--- src/rtl/pipelined_cla_addsub_if.sv ---
// Operand/result handshake bundle for the pipelined carry-lookahead adder/subtractor.
interface pipelined_cla_addsub_if #(
  parameter int WIDTH = 16
);
  logic             in_valid;
  logic             in_ready;
  logic [WIDTH-1:0] a;
  logic [WIDTH-1:0] b;
  logic             cin;
  logic             sub;
  logic             out_valid;
  logic             out_ready;
  logic [WIDTH-1:0] sum;
  logic             cout;
  logic             ovf;
  logic             zero;

  modport master (
    output in_valid, a, b, cin, sub, out_ready,
    input  in_ready, out_valid, sum, cout, ovf, zero
  );

  modport slave (
    input  in_valid, a, b, cin, sub, out_ready,
    output in_ready, out_valid, sum, cout, ovf, zero
  );
endinterface

--- src/rtl/pipelined_cla_addsub.sv ---
// Pipelined add/subtract: one carry-lookahead group of BLOCK bits is resolved per
// stage, so a result leaves NBLK cycles after acceptance. The whole pipe freezes
// while the last stage holds a result the consumer has not taken.
module pipelined_cla_addsub #(
  parameter int WIDTH = 16,
  parameter int BLOCK = 4
) (
  input  logic                 clk,
  input  logic                 rst,
  pipelined_cla_addsub_if.slave bus
);
  localparam int BLK_SAFE = (BLOCK > 0) ? BLOCK : 1;
  localparam int NBLK     = (WIDTH / BLK_SAFE > 0) ? WIDTH / BLK_SAFE : 1;

  if ((BLOCK < 1) || (BLOCK > 8) || ((WIDTH % BLK_SAFE) != 0) || (WIDTH < BLK_SAFE)) begin : g_bad_params
    $error("pipelined_cla_addsub: WIDTH must be a multiple of BLOCK and BLOCK must be 1..8");
  end

  // Per-stage registers. Operands travel with the partial sum; b is stored already
  // inverted for subtraction so later stages do not need the mode bit.
  logic [WIDTH-1:0] st_a   [NBLK];
  logic [WIDTH-1:0] st_b   [NBLK];
  logic [WIDTH-1:0] st_sum [NBLK];
  logic             st_c   [NBLK];
  logic             st_v   [NBLK];
  logic             st_ovf;
  logic             st_zero;

  logic [WIDTH-1:0] nx_a   [NBLK];
  logic [WIDTH-1:0] nx_b   [NBLK];
  logic [WIDTH-1:0] nx_sum [NBLK];
  logic             nx_c   [NBLK];
  logic             nx_v   [NBLK];
  logic             nx_ovf;
  logic             stall;

  assign stall         = st_v[NBLK-1] && !bus.out_ready;
  assign bus.in_ready  = !stall;
  assign bus.out_valid = st_v[NBLK-1];
  assign bus.sum       = st_sum[NBLK-1];
  assign bus.cout      = st_c[NBLK-1];
  assign bus.ovf       = st_ovf;
  assign bus.zero      = st_zero;

  // Next-state of every stage: resolve group k with sum-of-products lookahead carries.
  always_comb begin
    logic [WIDTH-1:0] src_a;
    logic [WIDTH-1:0] src_b;
    logic [WIDTH-1:0] src_s;
    logic             src_c;
    logic             src_v;
    logic             term;
    logic [BLOCK-1:0] gp;
    logic [BLOCK-1:0] gg;
    logic [BLOCK:0]   cc;
    src_a  = '0;
    src_b  = '0;
    src_s  = '0;
    src_c  = 1'b0;
    src_v  = 1'b0;
    term   = 1'b0;
    gp     = '0;
    gg     = '0;
    cc     = '0;
    nx_ovf = 1'b0;
    for (int k = 0; k < NBLK; k++) begin
      nx_a[k]   = '0;
      nx_b[k]   = '0;
      nx_sum[k] = '0;
      nx_c[k]   = 1'b0;
      nx_v[k]   = 1'b0;
    end
    for (int k = 0; k < NBLK; k++) begin
      if (k == 0) begin
        src_a = bus.a;
        src_b = bus.sub ? ~bus.b : bus.b;
        src_c = bus.sub | bus.cin;
        src_s = '0;
        src_v = bus.in_valid;
      end else begin
        src_a = st_a[(k > 0) ? k - 1 : 0];
        src_b = st_b[(k > 0) ? k - 1 : 0];
        src_c = st_c[(k > 0) ? k - 1 : 0];
        src_s = st_sum[(k > 0) ? k - 1 : 0];
        src_v = st_v[(k > 0) ? k - 1 : 0];
      end
      gp = src_a[k*BLOCK +: BLOCK] ^ src_b[k*BLOCK +: BLOCK];
      gg = src_a[k*BLOCK +: BLOCK] & src_b[k*BLOCK +: BLOCK];
      // c[i] = cin&p[0..i-1] | OR_j ( g[j] & p[j+1..i-1] ), each term flat
      for (int i = 0; i <= BLOCK; i++) begin
        term = src_c;
        for (int j = 0; j < i; j++) term = term & gp[j];
        cc[i] = term;
        for (int j = 0; j < i; j++) begin
          term = gg[j];
          for (int m = j + 1; m < i; m++) term = term & gp[m];
          cc[i] = cc[i] | term;
        end
      end
      nx_a[k]   = src_a;
      nx_b[k]   = src_b;
      nx_sum[k] = src_s;
      nx_sum[k][k*BLOCK +: BLOCK] = gp ^ cc[BLOCK-1:0];
      nx_c[k]   = cc[BLOCK];
      nx_v[k]   = src_v;
      if (k == NBLK - 1) nx_ovf = cc[BLOCK] ^ cc[BLOCK-1];
    end
  end

  // Advance all stages together unless stalled; bubbles move valid=0 but leave data
  // untouched so idle operand inputs never disturb the visible result.
  always_ff @(posedge clk) begin
    if (rst) begin
      for (int k = 0; k < NBLK; k++) begin
        st_v[k]   <= 1'b0;
        st_a[k]   <= '0;
        st_b[k]   <= '0;
        st_sum[k] <= '0;
        st_c[k]   <= 1'b0;
      end
      st_ovf  <= 1'b0;
      st_zero <= 1'b0;
    end else if (!stall) begin
      for (int k = 0; k < NBLK; k++) begin
        st_v[k] <= nx_v[k];
        if (nx_v[k]) begin
          st_a[k]   <= nx_a[k];
          st_b[k]   <= nx_b[k];
          st_sum[k] <= nx_sum[k];
          st_c[k]   <= nx_c[k];
        end
      end
      if (nx_v[NBLK-1]) begin
        st_ovf  <= nx_ovf;
        st_zero <= (nx_sum[NBLK-1] == '0);
      end
    end
  end
endmodule

--- src/flat_wrapper.sv ---
// flat-port wrapper written by rule: the top's interface ports become plain ports
module pipelined_cla_addsub_flat 
#(
  parameter int WIDTH = 16,
  parameter int BLOCK = 4
)
  (clk, rst, bus_in_valid, bus_a, bus_b, bus_cin, bus_sub, bus_out_ready, bus_in_ready, bus_out_valid, bus_sum, bus_cout, bus_ovf, bus_zero);
  pipelined_cla_addsub_if #(.WIDTH(WIDTH)) bus_i ();
  input  logic clk;
  input  logic rst;
  input wire logic [$bits(bus_i.in_valid)-1:0] bus_in_valid;
  input wire logic [$bits(bus_i.a)-1:0] bus_a;
  input wire logic [$bits(bus_i.b)-1:0] bus_b;
  input wire logic [$bits(bus_i.cin)-1:0] bus_cin;
  input wire logic [$bits(bus_i.sub)-1:0] bus_sub;
  input wire logic [$bits(bus_i.out_ready)-1:0] bus_out_ready;
  output wire logic [$bits(bus_i.in_ready)-1:0] bus_in_ready;
  output wire logic [$bits(bus_i.out_valid)-1:0] bus_out_valid;
  output wire logic [$bits(bus_i.sum)-1:0] bus_sum;
  output wire logic [$bits(bus_i.cout)-1:0] bus_cout;
  output wire logic [$bits(bus_i.ovf)-1:0] bus_ovf;
  output wire logic [$bits(bus_i.zero)-1:0] bus_zero;
  assign bus_i.in_valid = bus_in_valid;
  assign bus_i.a = bus_a;
  assign bus_i.b = bus_b;
  assign bus_i.cin = bus_cin;
  assign bus_i.sub = bus_sub;
  assign bus_i.out_ready = bus_out_ready;
  assign bus_in_ready = bus_i.in_ready;
  assign bus_out_valid = bus_i.out_valid;
  assign bus_sum = bus_i.sum;
  assign bus_cout = bus_i.cout;
  assign bus_ovf = bus_i.ovf;
  assign bus_zero = bus_i.zero;
  pipelined_cla_addsub #(.WIDTH(WIDTH), .BLOCK(BLOCK)) u_core (.clk(clk), .rst(rst), .bus(bus_i));
endmodule
--- config.mk ---
export PLATFORM = sky130hd
export DESIGN_NAME = pipelined_cla_addsub_flat
export DESIGN_NICKNAME = d
export VERILOG_FILES = /design/src/rtl/pipelined_cla_addsub_if.sv /design/src/rtl/pipelined_cla_addsub.sv /design/src/flat_wrapper.sv
export SDC_FILE = /design/constraint.sdc
export NUM_CORES = 1
export LEC_CHECK = 0
export ABC_AREA = 1
export BUFFER_PORTS_ARGS = -buffer_cell sky130_fd_sc_hd__buf_2
export CAP_MARGIN = 5
export CORE_ASPECT_RATIO = 0.9
export CORE_UTILIZATION = 62
export CTS_CLUSTER_DIAMETER = 40
export DETAILED_ROUTE_END_ITERATION = 16
export GPL_TIMING_DRIVEN = 0
export PLACE_DENSITY = 0.87
export RECOVER_POWER = 25
export SETUP_SLACK_MARGIN = 0.15
export SLEW_MARGIN = 30
export SYNTH_ARGS = -nofsm -noshare
export SYNTH_HDL_FRONTEND = slang
export SYNTH_SLANG_ARGS = --single-unit
--- constraint.sdc ---
create_clock -name clk -period 6.3 [get_ports clk]
set_input_delay 1.26 -clock clk [delete_from_list [all_inputs] [get_ports clk]]
set_output_delay 1.26 -clock clk [all_outputs]
set_load 0.05 [all_outputs]
## After elaboration in Yosys (flattened, before gate mapping)

Memories as Yosys holds them, arrays and structs flattened.
Cells that the tools add are included.

| storage, ports and cells | value |
|---|---|
| word-level logic and storage cells | 170 |
| output and inout port bits | 21 |
| register bits after elaboration | 2 |
| bits of input ports | 38 |
| memory bits (writable) | 200 |
| memories kept | 5 |

Memories:

| name | depth | width | rd ports | clocked after memory_dff | wr ports | line | RTL |
|---|---|---|---|---|---|---|---|
| u_core.st_a | 4 | 16 | 3 | 0 | 4 | pipelined_cla_addsub.sv:21 | `logic [WIDTH-1:0] st_a [NBLK];` |
| u_core.st_b | 4 | 16 | 3 | 0 | 4 | pipelined_cla_addsub.sv:22 | `logic [WIDTH-1:0] st_b [NBLK];` |
| u_core.st_sum | 4 | 16 | 4 | 0 | 4 | pipelined_cla_addsub.sv:23 | `logic [WIDTH-1:0] st_sum [NBLK];` |
| u_core.st_c | 4 | 1 | 4 | 0 | 4 | pipelined_cla_addsub.sv:24 | `logic st_c [NBLK];` |
| u_core.st_v | 4 | 1 | 4 | 0 | 4 | pipelined_cla_addsub.sv:25 | `logic st_v [NBLK];` |

| operators by class | value |
|---|---|
| multiplexer cells | 42 |
| bitwise gates (word level) | 116 |
| reductions and logical operators | 5 |

Operator list:

| operator | number |
|---|---|
| two-way mux 16 bit | 13 |
| bitwise OR 1 bit | 61 |
| AND 1 bit | 40 |
| XOR 4 bit | 8 |
| two-way mux 1 bit | 29 |
| AND 4 bit | 4 |
| zero test 16 bit | 1 |
| NOT 16 bit | 1 |
| zero test 1 bit | 2 |
| AND reduction 2 bit | 1 |
| logical AND 1 bit | 1 |
| NOT 1 bit | 1 |
| XOR 1 bit | 1 |

## Longest topological paths before layout

| depth | value |
|---|---|
| depth after elaboration | 12 |
| gate-level depth with buffers | 11 |
| depth with buffers taken out | 10 |

## Worst setup path before layout

No wires, ideal clock.

| path | value |
|---|---|
| path kind | input port to flip-flop |
| start point | input bus_out_ready |
| end point | memory u_core.st_a[0][10], enable pin |
| library setup time | 0.455 ns |
| stages | 4 |
| setup slack | 2.141 ns |
| arrival time | 3.703 ns |
| buffers on the path | 0 |
| cell sequence | inv_1 nand2_4 inv_1 o21ai_0 |

RTL lines:

| element | line | RTL |
|---|---|---|
| start, declared | flat_wrapper.sv:16 | `input wire logic [$bits(bus_i.out_ready)-1:0] bus_out_ready;` |
| end, declared | pipelined_cla_addsub.sv:21 |  |

## Worst setup path in the final report

| path | value |
|---|---|
| start point | input bus_out_ready |
| end point | output bus_in_ready |

| between the ends | value |
|---|---|
| longest elaborated chain between the ends | 3 |

Ends and longest elaborated chain:

| element | line | RTL |
|---|---|---|
| zero test 1 bit | pipelined_cla_addsub.sv:37 | `assign stall = st_v[NBLK-1] && !bus.out_ready;` |
| logical AND 1 bit | pipelined_cla_addsub.sv:37 |  |
| zero test 1 bit | pipelined_cla_addsub.sv:38 | `assign bus.in_ready = !stall;` |
| end, declared | flat_wrapper.sv:17 | `output wire logic [$bits(bus_i.in_ready)-1:0] bus_in_ready;` |

Every way passes these cells.

==> flow_summary.rst <==
.. list-table::
   :header-rows: 1

   * - Metric
     - Value
   * - Drt pass-1 iters
     - 4
   * - Total of max-cap violations
     - 0
   * - Category of cells accounting for the largest share of critical-path delay
     - buffers and inverters
   * - Most common flop cell mapped by yosys
     - edfxtp_1
   * - Count of yosys warnings during synthesis
     - 0
   * - Initial antenna violation count
     - 0
   * - Floorplan die height
     - 84.7 um
   * - Grt total ovfl
     - 0
   * - Area grow syn2layout
     - 12.4%
   * - Synth async-reset ratio
     - 0%
   * - Drt first-iter violations
     - 109
   * - Part of the cycle the worst path needs
     - 48.6%
   * - Post-synth EDFFs
     - 96
   * - Pin count of the biggest net entering global routing
     - 22
   * - Highest attainable clock frequency
     - 327 MHz
   * - GR Util All Layers
     - 19.7%
   * - Run status
     - finished clean
   * - Crit-path max FO
     - 4
   * - Ratio of cells with drive above 1 in the final layout
     - 20.3%
   * - Clock transition at the register clock pins on the worst setup and hold paths after CTS
     - 0.08 ns
   * - Post-synth design cell area
     - 0.00471 sq mm
   * - Final Max Slew Viols
     - 0
   * - Port Buf Inserts
     - 57
   * - Required time reported for the critical path endpoint
     - 5.04 ns
   * - # nets final
     - 541
   * - Number of buffers and inverters on the critical path
     - 3
   * - Critical path, cell by cell
     - buf_2 -> inv_1 -> nand2_1 -> buf_2
   * - Via-per-instance ratio
     - 4.81
   * - Half-perimeter wire length after detailed placement
     - 5.21 mm
   * - Crit path capture type
     - output pin
   * - Vias in the first global route
     - 2655
   * - Post-detailed-route count of antenna-violating nets
     - 0
   * - CP Class
     - primary input to output pin
   * - Crit-path max cell delay
     - 0.29 ns
   * - Post-layout worst setup margin
     - 3.24 ns
   * - Top Layer Used
     - met4
   * - Global-route wire length before repair
     - 11.5 mm
   * - Slew Limit Headroom
     - 58.0%
   * - Crit path time final
     - 3.06 ns
   * - GPL Wtd Cong
     - 0.825
   * - CTS buffer count
     - 9
   * - Die Outline Area
     - 0.00796 sq mm
   * - Clock tree from TritonCTS
     - yes
   * - Routed wirelength normalized by instance count
     - 12.1 um
   * - DRC viols
     - 0
   * - Synthesized netlist net count
     - 470
   * - Cell count after synthesis
     - 408
   * - Post-layout power
     - 1.38 mW
   * - Post-Route Skew
     - 0.00948 ns
   * - Final antenna diode count
     - 0
   * - CP Launch Type
     - primary input
   * - Met2 routed wirelength
     - 3.66 mm
   * - Cell mode on critical path
     - buf_2
   * - Setup repair after global routing missed its margin
     - no
   * - Total length of routed met3 wires
     - 335 um
   * - Hold buffers post-CTS
     - 0
   * - Critical path data arrival time
     - 1.80 ns
   * - Insertion delay to the later sink of the worst-skew pair
     - 0.36 ns
   * - Post-Route M1 WL
     - 2.83 mm
   * - Max stage delay cell, worst path
     - buf_2
   * - Post-Place Worst Slack
     - 3.25 ns
   * - Post-CTS setup buffers
     - 0
   * - Cts repair resizes
     - 0
   * - Leak pwr
     - 2.33 nW
   * - Synthesis-stage register bit count
     - 98
   * - I/O pin cnt
     - 59
   * - Clk buf depth
     - 2
   * - Area of the core
     - 0.00722 sq mm
   * - Initial core utilization
     - 65.3%
   * - Count of final setup violators
     - 0
   * - Number of distinct library cell variants in the gate-level netlist after synthesis
     - 26
   * - Root buffer selected by CTS
     - clkbuf_8
   * - Cell Pwr Density
     - 260 mW/mm^2
   * - H-tree levels
     - 3
   * - Total Wirelength
     - 6.95 mm
   * - Site Rows
     - 29
   * - Count of vias placed by the detailed router
     - 2769
   * - Number of failing hold endpoints at the final stage
     - 0
   * - Width of the die
     - 93.9 um
   * - Tightest Hold Check Type
     - flop to flop
   * - Sequential element share of the synthesized area
     - 62.0%
   * - Number of sinks driven by the clock tree
     - 98
   * - Slew at the pin closest to its max-slew limit
     - 0.629 ns
   * - Maximum VDD drop
     - 0.000156 V
   * - Mean post-synth cell area
     - 11.6 sq um
   * - Total negative slack for setup checks
     - 0 ns
-- cell usage in the layout (no fill, tap or decap), drive strengths merged --
cell type  instances
xnor2             15
nor2             102
a21oi              8
dfxtp              2
clkinv             1
inv               86
nand3              8
nand3b             2
buf               64
xor2               4
a21boi             1
clkinvlp           5
o21ai             10
ha                20
nand2             37
nand4              2
clkbuf            14
fa                 4
bufinv             2
edfxtp            96
-- worst min-delay path, stage by stage (launching register included) --
cell and delay, ns:
dfxtp_1 0.32, nand3_1 0.07, nand2_1 0.05
-- metrics by stage --
| stage | instances | util (%) | hold WS, ns | cell area (sq um) |
|---|---|---|---|---|
| 2_1_floorplan | 408 | - | 0.519 | 4710 |
| 3_3_place_gp | 558 | 70.9 | 0.459 | 5120 |
| 3_5_place_dp | 561 | 72.1 | 0.458 | 5210 |
| 4_1_cts | 576 | 75.0 | 0.469 | 5420 |
| 5_1_grt | 576 | 73.4 | 0.530 | 5300 |
| 6_report | 576 | 73.4 | 0.471 | 5300 |
-- final cells by class --
type,count,area (sq um)
sequential,98,2920
fill,472,1920
multi-input combinational,213,1290
timing repair buffer,60,350
inverter,89,338
clock buffer,10,128
tap,93,116
clock inverter,5,80.1
buffer,8,68.8
-- layer usage --
layer	GRT usage, %	vias to the layer above
li1	-	1421
met1	21.4	1247
met2	36.0	88
met3	5.43	13
met4	7.83	0
met5	0	-
-- state kept, by name, summed over array words and instances, names as in the netlist --
register	flops
u_core.st_sum	40
u_core.st_a	24
u_core.st_b	24
u_core.st_c	4
u_core.st_v	4
u_core.bus.ovf	1
u_core.bus.zero	1
-- where the power goes --
part	leakage (nW)	internal (mW)	switching, mW	total (mW)
Clock	0.0984	0.221	0.201	0.421
Sequential	1.05	0.764	0.0158	0.780
Combinational	1.18	0.0619	0.115	0.177
Total	2.33	1.05	0.332	1.38
-- synth_stat cells, types with 4 or more instances --
master	instances	area [sq um]
nand2_1	34	128
nand3_1	8	40.0
nor2_1	84	315
fa_1	4	80.1
edfxtp_1	96	2880
nor2_2	4	25.0
inv_1	84	315
ha_1	20	250
nor2_4	11	124
buf_6	5	56.3
o21ai_0	10	50.1
xnor2_1	15	131
a21oi_1	8	40.0
xor2_1	4	35.0
-- worst paths after layout --
check | start | depth (start not counted) | slack, ns | to
max reg2reg | u_core.st_v[3] | 6 | 4.30 | u_core.st_a[0][15]
min | u_core.bus.ovf | 2 | 0.47 | u_core.bus.ovf
min reg2reg | u_core.bus.ovf | 2 | 0.47 | u_core.bus.ovf
max | bus_out_ready | 4 | 3.24 | bus_in_ready
-- kinds of logic after synthesis --
group,share of synthesized area (%)
buffers and inverters,9.24
and+or+nand+nor,16.2
DFF,62.0
adders and majority gates,7.01
AOI/OAI and AO/OA,2.07
xor gates and xnor gates,3.53
No activity file was read; power rests on OpenSTA's default activity.
